<file path="src/rtl/imu_array_pkg.sv">
// imu_array_pkg: FSM encoding and array constants shared by the IMU burst reader and the host-side SPI slave
package imu_array_pkg;
  localparam int IMU_COUNT = 32;
  localparam logic [15:0] DEFAULT_BURST_CMD = 16'h6800;
  typedef enum logic [1:0] {IDLE, SETUP, XFER, HOLD} state_t;
endpackage

</file>
<file path="src/rtl/imu_sclk_gen.sv">
// imu_sclk_gen: half-period divider that flags the clk edges where SCLK must rise or fall
module imu_sclk_gen #(
  parameter int CLK_DIV = 4
) (
  input  logic clk,
  input  logic rst,
  input  logic en,
  input  logic sclk,
  output logic rise,
  output logic fall
);
  logic [7:0] div;
  logic tick;
  assign tick = en && div == 8'(CLK_DIV - 1);
  assign rise = tick && !sclk;
  assign fall = tick && sclk;
  // held at zero outside the transfer so every entry starts a fresh half-period
  always_ff @(posedge clk or posedge rst)
    if (rst) div <= '0;
    else div <= (!en || tick) ? '0 : div + 8'd1;
endmodule

</file>
<file path="src/rtl/imu_array_reader.sv">
// imu_array_reader: clocks one SPI mode-3 burst frame to a 32-IMU array and streams each MISO bit-slice
module imu_array_reader
  import imu_array_pkg::*;
#(
  parameter int CLK_DIV = 4,
  parameter int FRAME_BITS = 128,
  parameter int CS_SETUP = 4,
  parameter int CS_HOLD = 4
) (
  input  logic                 clk,
  input  logic                 rst,
  input  logic                 start,
  input  logic [15:0]          cmd_word,
  input  logic [IMU_COUNT-1:0] imu_miso,
  output logic                 imu_sclk,
  output logic                 imu_cs_n,
  output logic                 imu_mosi,
  output logic                 bit_valid,
  output logic [IMU_COUNT-1:0] bit_data,
  output logic [7:0]           bit_index,
  output logic                 frame_done,
  output logic                 busy
);
  localparam logic [7:0] LAST_BIT = 8'(FRAME_BITS - 1);
  localparam logic [15:0] SETUP_LAST = 16'(CS_SETUP - 1);
  localparam logic [15:0] HOLD_LAST = 16'(CS_HOLD - 1);
  state_t state;
  logic [14:0] cmd_sr;
  logic [15:0] cnt;
  logic [7:0] bit_cnt;
  logic rise, fall, rise_q;
  imu_sclk_gen #(.CLK_DIV(CLK_DIV)) u_sclk_gen (
    .clk(clk),
    .rst(rst),
    .en(state == XFER),
    .sclk(imu_sclk),
    .rise(rise),
    .fall(fall)
  );
  // MISO is sampled one clk after SCLK goes high, once the line has settled at every IMU
  always_ff @(posedge clk or posedge rst)
    if (rst) begin
      state <= IDLE;
      imu_sclk <= 1'b1;
      imu_cs_n <= 1'b1;
      imu_mosi <= 1'b0;
      bit_valid <= 1'b0;
      bit_data <= '0;
      bit_index <= '0;
      frame_done <= 1'b0;
      busy <= 1'b0;
      cmd_sr <= '0;
      cnt <= '0;
      bit_cnt <= '0;
      rise_q <= 1'b0;
    end else begin
      bit_valid <= rise_q;
      frame_done <= 1'b0;
      rise_q <= rise;
      if (rise_q) begin
        bit_data <= imu_miso;
        bit_index <= bit_cnt;
      end
      case (state)
        IDLE:
          if (start) begin
            state <= SETUP;
            cmd_sr <= cmd_word[14:0];
            imu_mosi <= cmd_word[15];
            imu_cs_n <= 1'b0;
            busy <= 1'b1;
            cnt <= '0;
            bit_cnt <= '0;
          end
        SETUP:
          if (cnt == SETUP_LAST) begin
            state <= XFER;
            imu_sclk <= 1'b0;
            cnt <= '0;
          end else cnt <= cnt + 16'd1;
        XFER:
          if (rise) imu_sclk <= 1'b1;
          else if (fall && bit_cnt == LAST_BIT) begin
            state <= HOLD;
            cnt <= '0;
          end else if (fall) begin
            imu_sclk <= 1'b0;
            imu_mosi <= cmd_sr[14];
            cmd_sr <= {cmd_sr[13:0], 1'b0};
            bit_cnt <= bit_cnt + 8'd1;
          end
        HOLD:
          if (cnt == HOLD_LAST) begin
            state <= IDLE;
            imu_cs_n <= 1'b1;
            imu_mosi <= 1'b0;
            frame_done <= 1'b1;
            busy <= 1'b0;
            cnt <= '0;
          end else cnt <= cnt + 16'd1;
      endcase
    end
endmodule

</file>
<file path="config.mk">
export PLATFORM = sky130hd
export DESIGN_NAME = imu_array_reader
export DESIGN_NICKNAME = d
export VERILOG_FILES = /design/src/rtl/imu_array_pkg.sv /design/src/rtl/imu_sclk_gen.sv /design/src/rtl/imu_array_reader.sv
export SDC_FILE = /design/constraint.sdc
export NUM_CORES = 1
export LEC_CHECK = 0
export BUFFER_PORTS_ARGS = -buffer_cell sky130_fd_sc_hd__buf_2
export CAP_MARGIN = 20
export CORE_MARGIN = 2
export CORE_UTILIZATION = 49
export CTS_CLUSTER_SIZE = 16
export DETAILED_ROUTE_END_ITERATION = 6
export GPL_ROUTABILITY_DRIVEN = 1
export GPL_TIMING_DRIVEN = 0
export PLACE_DENSITY_LB_ADDON = 0.25
export RECOVER_POWER = 25
export SYNTH_ARGS = -nofsm -noshare
export SYNTH_HDL_FRONTEND = slang
export SYNTH_SLANG_ARGS = --single-unit
</file>
<file path="constraint.sdc">
create_clock -name clk -period 3.15 [get_ports clk]
set_clock_uncertainty 0.1 [all_clocks]
set_input_delay 0.63 -clock clk [delete_from_list [all_inputs] [get_ports clk]]
set_output_delay 0.63 -clock clk [all_outputs]
set_load 0.01 [all_outputs]
</file>
## Yosys cells after proc, flatten, opt, wreduce, memory -nomap -nowiden

Index checks and enable logic that the tools add are counted.
W data, S select, Z words.

| storage, ports and cells | value |
|---|---|
| register bits | 96 |
| input port bits | 51 |
| output and inout port bits | 46 |
| logic and storage cells | 90 |

| operators by class | value |
|---|---|
| add/subtract/negate cells | 3 |
| equality and inequality tests | 15 |
| multiplexer cells | 39 |
| reduce and logical (&&, ||, !) cells | 19 |

Operators by type and width:

| cell | count |
|---|---|
| $mux W16 | 4 |
| $mux W15 | 4 |
| $pmux W16 S3 | 1 |
| $mux W8 | 5 |
| $pmux W15 S2 | 1 |
| $add A16 B1 Y16 const B | 1 |
| $add A8 B1 Y8 const B | 2 |
| $eq A16 B2 Y1 const B | 1 |
| $pmux W8 S2 | 1 |
| $ne A2 B2 Y1 const B | 7 |
| $mux W1 | 13 |
| $mux W2 | 5 |
| $reduce_and A5 Y1 | 2 |
| $eq A8 B2 Y1 const B | 1 |
| $eq A8 B7 Y1 const B | 1 |
| $pmux W2 S4 | 1 |
| $ne A3 B3 Y1 const B | 2 |
| $pmux W1 S2 | 3 |
| $reduce_and A3 Y1 | 2 |
| $reduce_and A6 Y1 | 1 |
| $reduce_bool A2 Y1 | 3 |
| $eq A2 B2 Y1 const B | 2 |
| $logic_and A1 B1 Y1 | 4 |
| $reduce_and A4 Y1 | 1 |
| other kinds (7) | 8 |

## Longest topological paths before layout

Gate-level depths: netlist (run 1).

| depth | value |
|---|---|
| depth after elaboration | 7 |
| depth in mapped cells | 9 |
| gate-level depth less buffers | 7 |

## Cells and area by module

From an unflattened synthesis (run 1), not the netlist that was laid out.

| second synthesis, totals | value |
|---|---|
| cells, all modules | 363 |
| area, all modules | 4556.9 µm² |

Modules (own cells, without submodules):

| module | instances | cells an instance | area each (µm²) | seq. area each (µm²) |
|---|---|---|---|---|
| imu_array_reader | 1 | 322 | 4162.7 | 2204.6 |
| imu_sclk_gen | 1 | 41 | 394.1 | 200.2 |

## Worst setup path before layout (run 1)

No wires, ideal clock.

| timing path | value |
|---|---|
| path type | register -> register |
| start point | reg bit_cnt[0] |
| end point | reg cmd_sr[1] |
| setup time | 0.123 ns |
| arrival | 2.035 ns |
| data required time | 2.927 ns |
| slack | 0.893 ns |
| cell stages (with the launch flop) | 8 |
| path buffers | 2 |
| period minus slack after synthesis | 2.257 ns |
| cells stage by stage | dfrtp_1 > ha_1 > and4b_1 > and3_1 > or4_1 > clkbuf_1 > buf_2 > o221a_2 |

| between the ends | value |
|---|---|
| word-level cells in the longest chain between the ends | 4 |

Ends and longest elaborated chain:

| element | line | source |
|---|---|---|
| from (decl) | imu_array_reader.sv:30 | `logic [7:0] bit_cnt;` |
| from (signal assigned) | imu_array_reader.sv:90 | `bit_cnt <= bit_cnt + 8'd1;` |
| $eq A8 B7 Y1 | imu_array_reader.sv:83 | `else if (fall && bit_cnt == LAST_BIT) begin` |
| $logic_and A1 B1 Y1 | imu_array_reader.sv:83 |  |
| $ne A2 B2 Y1 (no source line) | n/a |  |
| $reduce_and A5 Y1 (no source line) | n/a |  |
| to (signal assigned) | imu_array_reader.sv:68 | `cmd_sr <= cmd_word[14:0];` |
| to (signal assigned) | imu_array_reader.sv:89 | `cmd_sr <= {cmd_sr[13:0], 1'b0};` |
| to (decl) | imu_array_reader.sv:28 | `logic [14:0] cmd_sr;` |

No other way between the ends.
A chain may end at the register's enable or synchronous reset.

## Worst setup path in the final report (run 1)

| timing path | value |
|---|---|
| start point | reg state[0] |
| end point | reg bit_cnt[2] |

| between the ends | value |
|---|---|
| word-level cells in the longest chain between the ends | 6 |
| elaborated cells on any way between the ends | 13 |
| those cells by class | 5 x eq/ne; 1 x mux; 7 x reduce/logical |

Ends and longest elaborated chain:

| element | line | source |
|---|---|---|
| from (decl) | imu_array_reader.sv:27 | `state_t state;` |
| from (signal assigned) | imu_array_reader.sv:43 | `state <= IDLE;` |
| from (signal assigned) | imu_array_reader.sv:67 | `state <= SETUP;` |
| from (signal assigned) | imu_array_reader.sv:77 | `state <= XFER;` |
| $eq A2 B2 Y1 | imu_array_reader.sv:35, imu_array_reader.sv:64 |  |
| $logic_and A1 B1 Y1 | imu_sclk_gen.sv:14 | `assign tick = en && div == 8'(CLK_DIV - 1);` |
| $logic_and A1 B1 Y1 | imu_sclk_gen.sv:16 | `assign fall = tick && sclk;` |
| $logic_and A1 B1 Y1 | imu_array_reader.sv:83 |  |
| $ne A2 B2 Y1 (no source line) | n/a |  |
| $reduce_and A5 Y1 (no source line) | n/a |  |

Parallel ways exist; a longest one is shown, timed or not.

==> metrics.md, run 1 <==
| Metric | Value |
|---|---|
| Slew Limit Fails | 0 |
| FMAX | 376.1 MHz |
| Largest net degree at the start of global routing | 41 |
| Remaining antenna violation count after routing | 0 |
| RSZ-0062 raised after global routing | false |
| First-pass GRT wire length | 16,820 um |
| Synth-to-layout area growth | 17.71% |
| Post-synth EDFFs | 0 |
| FP Rows | 35 |
| Crit. End Element | register |
| Pre-antenna DRT Iters | 4 |
| Commonest cells in the netlist | dfrtp_1, mux2_2, nor2_1 |
| Initial antenna violation count | 0 |
| Clock sink total | between 90 and 100 |
| WL final | between 10,000 and 15,000 um |
| Ranking of synthesized cells by area | dfrtp_1, mux2_2, o31ai_1 |
| N_diodes | 0 |
| Setup TNS | 0 ps |
| PortBufs | 95 |
| R2r setup slk | 490 ps |
| Crit path kind | reg2reg |
| Period utilization | 84.41% |
| Most common cell in the netlist | dfrtp_1 |
| Outcome | finished clean |
| Worst-path maximum fanout | 8 |
| R2R depth | 9 |
| Critical Path RT | 3310 ps |
| Post-DP HPWL | 7241 um |
| Initial Utilization | between 50% and 60% |
| DR iter-0 viols | about 200 |
| Relative slew slack | 12.23% |
| DRC | 0 |
| Die width | 101.3 um |
| Root Buffer | clkbuf_8 |
| Crit path buf inv count | 3 |
| Syn Inst Count | around 420 |
| Vias in the first global route | 3,544 |
| Slowest cell on crit path | dfrtp_1 |
| Fillers | 786 |
| Clock Tree Buf Depth | 2 |
| Final hold viol count | 0 |
| Hold Path Class | reg2reg |
| DR WL/cell | 15.46 um |
| CTS H-tree lvls | 3 |
| RR Endpoint | bit_cnt[2] |
| P per Cell Area | 390.5 mW/mm^2 |
| Drt via density | 5.742 |
| Lkg Pwr | 2.439 nW |
| Max cap viols | 0 |
| Grt total ovfl | 0 |
| Post-synthesis sequential area ratio | about half |
| Syn_nets | 482 |
| Worst Setup Start Kind | register |
| Pin slew with the least headroom to its limit | 1309 ps |
| Maximum vdd drop | 0.1835 mV |
| TritonCTS buffer count | 9 |
| Area of the die | ~0.01 mm^2 |
| Top cell type by total area after synthesis | dfrtp_1 |
| Post-CTS Setup Inserts | 0 |
| Yosys warnings | 0 |
| Synth top area share | 50.74% |
| Placed cell area | 0.005294 mm^2 |
| Top FF cell, synth | dfrtp_1 |
| Mapped cell area | around 0.0046 mm^2 |
| Setup violators final | 0 |
| Worst min-delay path startpoint | rise_q |
| Resized Gates After CTS | 0 |
| Hold buffer count at CTS | 0 |
| GR Util All Layers | 20.65% |
| Vias | 3,721 |
| Num ports | 97 |
| Tmin final | 2659 ps |
| Share of cells above drive strength 1 | 34.08% |
| Worst Hold End | bit_valid |
| Fin util | 59.33% |
| Area of the core | between 0.009 and 0.01 mm^2 |
| Skew-Pair Late Insertion Delay | 370 ps |
| CTS clock-pin slew for the worst setup and hold paths | around 100 ps |
| Mean area per synthesized cell | 10.93 um^2 |
| Arrival time at the worst endpoint | between 2000 and 3000 ps |
| Gpl congestion | 0.8130 |
| Delay-heaviest family, CP | compound AO/OA/AOI/OAI gates |
| Worst reg2reg startpoint | state[0] |
| Crit path cell chain | inv_1 > ha_1 > clkbuf_1 > nand2b_1 > and2_1 > clkbuf_1 > o21ai_0 > nand2b_1 > a221o_1 |
| #FFs+latches synth | 96 |
| WHS Path Cells | 0 |
| Max incr delay on CP | 380 ps |
| Fin area | 0.005456 mm^2 |
| Yosys cell types | 51 |
| Async set or reset register ratio after synthesis | 100.0% |
| Post-layout net count | 590 |
| Chip height | 101.3 um |
| CTS tree | yes |
-- cell usage in the layout, fill, tap and decap left out, types with 5 or more instances in the layout --
cell,synthesis,layout
a21oi_1,5,5
and3_1,8,8
buf_2,5,100
clkbuf_1,16,17
clkbuf_8,0,9
dfrtp_1,94,94
ha_1,7,7
inv_1,10,9
mux2_2,42,42
nand2_1,28,28
nand2b_1,5,5
nand3_1,22,22
nand3b_1,14,14
nand4_1,5,5
nor2_1,29,29
nor3_1,9,9
nor4_1,5,5
o21ai_0,23,23
o221a_2,14,14
o31ai_1,23,23
xor2_1,5,5
-- per-layer routing --
layer	routed length, um	global-route usage [%]	part of all wire (%)
met1	4547	27.53	45
met2	4518	32.55	45
met3	754	4.900	7.5
met4	197	8.732	2.0
met5	0	0	0
-- worst max path at each step --
| stage | startpoint | to | slack (ps) | cells past startpoint |
|---|---|---|---|---|
| after floorplan | bit_cnt[0] | cmd_sr[1] | 890 | 7 |
| after global placement | start | bit_cnt[3] | 450 | 7 |
| after detailed placement | start | bit_cnt[2] | 370 | 7 |
| after CTS | state[0] | bit_cnt[2] | 540 | 9 |
| after global routing | state[0] | bit_cnt[2] | 350 | 9 |
| final | state[0] | bit_cnt[2] | 490 | 9 |
-- registers in the layout, indices dropped and copies added (netlist names) --
signal          flops
u_sclk_gen.div      8
imu_cs_n            1
cmd_sr             15
cnt                16
imu_mosi            1
rise_q              1
bit_data           32
busy                1
bit_index           8
state               2
imu_sclk            1
bit_cnt             8
frame_done          1
bit_valid           1
-- area by class of cell --
cell class                 count  area, um^2  share of cell area, %
tap                          111       138.9                  2.545
clock inverter                 6       52.55                 0.9631
multi-input combinational    289        2056                  37.67
timing repair buffer          97       500.5                  9.172
buffer                        29       137.6                  2.522
inverter                      10       38.79                 0.7108
sequential                    96        2405                  44.07
clock buffer                  10       127.6                  2.339
-- where the power goes --
part | switching, mW | internal [mW] | total [mW]
clock | 0.457 | 0.299 | 0.756
combinational | 0.0579 | 0.0558 | 0.114
sequential | 0.00903 | 1.25 | 1.26
-- stage by stage --
step	power (mW)	hold WS [ps]	setup WS (ps)	cells
after global placement	1.395	369.0	454.9	630
after CTS	2.157	268.0	535.3	648
after detailed placement	1.406	361.3	370.8	632
after global routing	2.229	373.9	346.9	648
final	2.131	374.0	491.1	648
after floorplan	1.339	306.4	892.8	424
-- kinds of logic after synthesis --
logic type	count (synthesis)	synth area share (%)
AO/OA/AOI/OAI	93	15.11
flip-flops	96	51.88
adder cells (fa/ha/maj)	7	1.889
XOR/XNOR	6	1.134
AND/OR/NAND/NOR	140	15.79
multiplexers	43	10.42
buffers and inverters	39	3.779
Power figures use the tool's default switching activity.
==> inputs of run 2 (changes only) <==
Clock period 3.15 ns to 2.4 ns, I/O delays scaled along.
==> run 2 against run 1 <==
  * Clock power increased by 32%
  * Cell count increased by 1.2%
  * Core utilization increased by 2.0 points
  * Via count increased by 1.2%
  * Final area increased by 3.4%
  * Combinational power increased by 34%
  * Largest cell class unchanged
  * Largest power group unchanged
==> metrics.md, run 2 (synthesis results as in run 1) <==
| Metric | Value |
|---|---|
| Outcome | finished clean |
| Worst Slack Setup Final | 68.45 ps (-422.7 ps) |
| Drt via density | 5.742 (about the same) |
| Max cap viols | 0 (unchanged) |
| Grt total ovfl | 0 (unchanged) |
| Slowest cell on crit path | or4_4 |
| Die width | 101.3 um (unchanged) |
| Pin slew with the least headroom to its limit | 1367 ps (+57.93 ps) |
| Tmin final | 2332 ps (-327.3 ps) |
| DR WL/cell | 15.79 um (+2.1%) |
| Clock sink total | 96 (unchanged) |
| TritonCTS buffer count | 9 (unchanged) |
| Area of the die | 0.01025 mm^2 (unchanged) |
| Synth-to-layout area growth | 21.70% |
| P per Cell Area | 497.7 mW/mm^2 (+27%) |
| DRC | 0 (unchanged) |
| Period utilization | 97.15% (+13 points) |
| PortBufs | 95 (unchanged) |
| Chip height | 101.3 um (unchanged) |
| Largest register FFs | 32 (unchanged) |
| CTS H-tree lvls | 3 (unchanged) |
| Initial antenna violation count | 0 (unchanged) |
| Skew-Pair Late Insertion Delay | 370 ps (about the same) |
| Max incr delay on CP | 560 ps (+180 ps) |
| Overall power | 2.808 mW (+32%) |
| Area of the core | 0.009196 mm^2 (unchanged) |
| Remaining antenna violation count after routing | 0 (unchanged) |
| Lkg Pwr | 2.532 nW (+3.8%) |
| First-pass GRT wire length | 16,960 um (+0.86%) |
| Vias | 3,767 (+1.2%) |
| Worst Setup Start Kind | register |
| GR Util All Layers | 20.82% (+0.16 points) |
| Fin util | 61.35% (+2.0 points) |
| Post-layout net count | 598 (+1.4%) |
| Worst-path maximum fanout | 10 (+2) |
| Largest net degree at the start of global routing | 41 (unchanged) |
| Crit path cell chain | nor4_2 > nand3_2 > buf_4 > buf_2 > or4_4 > a21oi_1 > o22ai_1 |
| RSZ-0062 raised after global routing | true |
| WL final | 10,360 um (+3.4%) |
| Num ports | 97 (unchanged) |
| Reg with most FFs | bit_data |
| Area of the multi-input gates | 0.002137 mm^2 (+4.0%) |
| Initial Utilization | 50.41% (unchanged) |
| Share of cells above drive strength 1 | 39.08% (+5.0 points) |
| Regs by FF count | bit_data (32), cnt (16), cmd_sr (15) |
| Maximum vdd drop | 0.2385 mV (+30%) |
| Crit. End Element | register |
| CTS clock-pin slew for the worst setup and hold paths | 110 ps (about the same) |
| Critical Path RT | 2540 ps (-770 ps) |
| Delay-heaviest family, CP | simple AND/OR/NAND/NOR gates |
| N_diodes | 0 (unchanged) |
| Hold buffer count at CTS | 0 (unchanged) |
| Slew Limit Fails | 0 (unchanged) |
| Relative slew slack | 8.344% (-3.9 points) |
| Commonest non-fill, non-tap cell in the layout | buf_2 |
| Crit path buf inv count | 2 (-1) |
| Final hold viol count | 0 (unchanged) |
| Vias in the first global route | 3,571 (+0.76%) |
| Crit path kind | reg2reg |
| Most frequent cells in the layout | buf_2, dfrtp_1, mux2_2 |
| Gpl congestion | 0.8130 (unchanged) |
| Reg area | 0.002406 mm^2 (about the same) |
| Pre-antenna DRT Iters | 4 (unchanged) |
| CTS tree | yes |
| Dpl ws | -229.2 ps (-600.0 ps) |
| Hold Slack | 232.1 ps (-141.9 ps) |
| Post-DP HPWL | 7241 um (unchanged) |
| Hold Path Class | in2reg |
| Arrival time at the worst endpoint | 2470 ps (-350 ps) |
| DR iter-0 viols | 191 (-5.4%) |
| FP Rows | 35 (unchanged) |
| Clock Tree Buf Depth | 2 (unchanged) |
| Fillers | 764 (-2.8%) |
| FMAX | 428.9 MHz (+14%) |
| Setup violators final | 0 (unchanged) |
| Root Buffer | clkbuf_8 |
[run 2: cell types whose count changed in the layout (fill, tap and decap cells not counted), sizes merged]
cell / previous run / this run
buf: 109 / 120
clkbuf: 27 / 24
[run 2: per-layer routing]
| layer | part of all wire (%) | track usage, % | wire (um) |
|---|---|---|---|
| met5 | 0 | 0 | 0 |
| met4 | 2.1 | 8.316 | 215 |
| met3 | 7.1 | 5.107 | 735 |
| met2 | 46 | 33.32 | 4717 |
| met1 | 45 | 27.40 | 4687 |
[run 2: per-stage QoR]
stage / area, um^2 / cells / TNS, ps
2_1_floorplan: 4639 / 424 / 0
3_5_place_dp: 5294 / 632 / -2356
6_report: 5642 / 656 / 0
3_3_place_gp: 5254 / 630 / -1511
4_1_cts: 5504 / 650 / 0
5_1_grt: 5642 / 656 / -99.17
[run 2: cell type report]
class,count,share of cell area (%)
sequential,96,42.65
multi-input combinational,289,37.88
timing repair buffer,108,10.60
buffer,26,2.528
tap,111,2.462
clock buffer,10,2.262
clock inverter,6,0.9315
inverter,10,0.6875
[run 2: worst reg2reg max path, cell delays in order, from the launching register on]
cell     delay, ps
dfrtp_1        430
nor4_2         310
nand3_2        150
buf_4          160
buf_2          170
or4_4          560
a21oi_1        190
o22ai_1        130
[run 2: final timing paths]
kind	startpoint	to	slack, ps	cells past startpoint
setup / recovery	u_sclk_gen.div[5]	bit_cnt[6]	70	7
hold / removal	imu_miso[2]	bit_data[2]	230	2
setup reg to reg	u_sclk_gen.div[5]	bit_cnt[6]	70	7
hold reg to reg	rise_q	bit_valid	370	0
max in group asynchronous	rst	imu_sclk	860	4
min in group asynchronous	rst	frame_done	300	2
[run 2: timing repair]
item / CTS / global route
gates cloned: 0 / 0
resized for setup: 5 / 25
setup buffers: 3 / 8
pin swaps: 1 / 5
endpoints found under the setup margin: 27 / 32
[run 2: power by group]
part	switching [mW]	internal, mW	total [mW]
combinational	0.0764	0.0761	0.153
clock	0.608	0.392	1.00
sequential	0.0119	1.64	1.66
total	0.696	2.11	2.81
==> inputs of run 3 (changes only) <==
Settings changed: BUFFER_PORTS_ARGS -buffer_cell sky130_fd_sc_hd__buf_2 to not set, CORE_UTILIZATION 49 to 50, DONT_BUFFER_PORTS set to 1, HOLD_SLACK_MARGIN set to 0.02.
==> run 3 against run 2 <==
  * Non-clock buffer count shrank 98
  * Largest power group unchanged
  * Critical path type unchanged
  * Critical endpoint is now cmd_sr[4]
  * Worst setup slack improved by 1.0 ps
  * Fmax barely moved
==> metrics.md, run 3 (synthesis results as in run 1) <==
| Metric | Value |
|---|---|
| Slew Limit Fails | 0 (unchanged) |
| Grt total ovfl | 0 (unchanged) |
| Vias | 3,400 (-9.7%) |
| Tmin final | 2331 ps (-1.045 ps) |
| Worst Hold End | bit_data[26] |
| R2r setup slk | 70 ps (about the same) |
| N_diodes | 0 (unchanged) |
| Pin slew with the least headroom to its limit | 1137 ps (-229.9 ps) |
| CTS H-tree lvls | 3 (unchanged) |
| Initial Utilization | 50.89% (+0.48 points) |
| Gpl congestion | 0.8346 (+2.7%) |
| Post-layout net count | 500 (-16%) |
| Largest net degree at the start of global routing | 42 (+2.4%) |
| DRC | 0 (unchanged) |
| Die width | 100.3 um (-0.96%) |
| TritonCTS buffer count | 9 (unchanged) |
| Synth-to-layout area growth | 10.36% |
| Most frequent cells in the layout | dfrtp_1, mux2_2, nor2_1 |
| Outcome | finished clean |
| Num ports | 97 (unchanged) |
| Crit. End Element | register |
| Period utilization | 97.10% (about the same) |
| Remaining antenna violation count after routing | 0 (unchanged) |
| Critical Path RT | 2560 ps (+20 ps) |
| Maximum vdd drop | 0.3602 mV (+51%) |
| DR iter-0 viols | 168 (-12%) |
| Worst min-delay path startpoint | imu_miso[26] |
| Hold Slack | 154.3 ps (-77.75 ps) |
| P per Cell Area | 540.3 mW/mm^2 (+8.6%) |
| Clock sink total | 96 (unchanged) |
| Setup violators final | 0 (unchanged) |
| WL final | 9529 um (-8.0%) |
| Area of the die | 0.01006 mm^2 (-1.9%) |
| Lkg Pwr | 2.126 nW (-16%) |
| Regs by FF count | bit_data (32), cnt (16), cmd_sr (15) |
| Clock Tree Buf Depth | 2 (unchanged) |
| PortBufs | 0 (-100%) |
| Share of cells above drive strength 1 | 24.61% (-14 points) |
| Vias in the first global route | 3,338 (-6.5%) |
| Fillers | 786 (+2.9%) |
| Pre-antenna DRT Iters | 6 (+2) |
| Arrival time at the worst endpoint | 2490 ps (+20 ps) |
| Area of the core | 0.009109 mm^2 (-0.95%) |
| Reg with most FFs | bit_data |
| Post-DP HPWL | 6679 um (-7.8%) |
| Drt via density | 6.093 (+6.1%) |
| GR Util All Layers | 19.49% (-1.3 points) |
| WHS Path Cells | 1 (-1) |
| RR Endpoint | cmd_sr[4] |
| Commonest non-fill, non-tap cell in the layout | dfrtp_1 |
| First-pass GRT wire length | 15,720 um (-7.3%) |
| Final hold viol count | 0 (unchanged) |
| Initial antenna violation count | 0 (unchanged) |
| DR WL/cell | 17.08 um (+8.2%) |
| Skew-Pair Late Insertion Delay | 370 ps (about the same) |
| CTS clock-pin slew for the worst setup and hold paths | 110 ps (about the same) |
| Overall power | 2.764 mW (-1.5%) |
| Worst Setup Start Kind | register |
| FMAX | 429.1 MHz (about the same) |
| CTS tree | yes |
| Fin cells | 558 (-15%) |
| Max cap viols | 0 (unchanged) |
| Chip height | 100.3 um (-0.96%) |
| Hold Path Class | in2reg |
| Crit path kind | reg2reg |
| R2R depth | 7 (unchanged) |
| Placed cells | 537 (-15%) |
| Relative slew slack | 23.76% (+15 points) |
| Worst reg2reg startpoint | bit_cnt[0] |
| FP Rows | 35 (unchanged) |
| Root Buffer | clkbuf_8 |
| Worst-path maximum fanout | 10 (unchanged) |
| Largest register FFs | 32 (unchanged) |
run 3: where the power goes:
group,switching [mW],total (mW),internal [mW]
logic,0.0422,0.0742,0.0321
clock network,0.617,1.02,0.399
registers,0.0307,1.67,1.64
total,0.689,2.76,2.08
run 3: area by class of cell:
cell class / instances / area (um^2) / share of cell area [%]
Multi-Input combinational cell: 289 / 2115 / 41.33
Clock inverter: 7 / 61.31 / 1.198
Clock buffer: 9 / 123.9 / 2.421
Timing Repair Buffer: 9 / 95.09 / 1.859
Buffer: 27 / 137.6 / 2.690
Sequential cell: 96 / 2406 / 47.03
Inverter: 10 / 38.79 / 0.7581
Tap cell: 111 / 138.9 / 2.715
run 3: worst max-delay path, stage by stage, from the launching register on:
cell and delay (ps):
dfrtp_2 440, ha_4 180, and4b_1 190, and3_1 210
or4_1 480, clkbuf_1 180, buf_4 200, o221a_2 250
run 3: per-stage QoR:
step,cell area (um^2),setup TNS (ps),setup WS (ps),util [%]
global route,5116,-42.82,-34.11,56.17
floorplan,4639,0,142.8,-
finish,5116,0,69.49,56.17
CTS,5047,0,19.79,55.41
detailed placement,4818,-2213,-173.0,52.90
global placement,4778,-1682,-129.7,52.46
run 3: repair_timing:
action                                  CTS  global route
gates resized for setup                   7            13
buffers inserted                          3             3
endpoints found under the setup margin   29            32
hold buffers                              1             0
hold endpoints to repair                 21             0
pin swaps                                 1             3
run 3: how the worst max path moves through the flow:
stage	from	end	slack, ps
2_1_floorplan	bit_cnt[0]	cmd_sr[1]	140
4_1_cts	state[0]	cmd_sr[8]	20
5_1_grt	bit_cnt[1]	cnt[4]	-30
6_report	bit_cnt[0]	cmd_sr[4]	70
3_3_place_gp	state[0]	bit_cnt[2]	-130
3_5_place_dp	state[0]	bit_cnt[4]	-170
run 3: layer usage:
layer,routed length [um],global-route usage (%),vias up
met5,0,0,-
met4,155,8.535,0
met3,502,3.900,14
met2,4466,31.18,102
met1,4405,25.82,1688
li1,-,-,1596
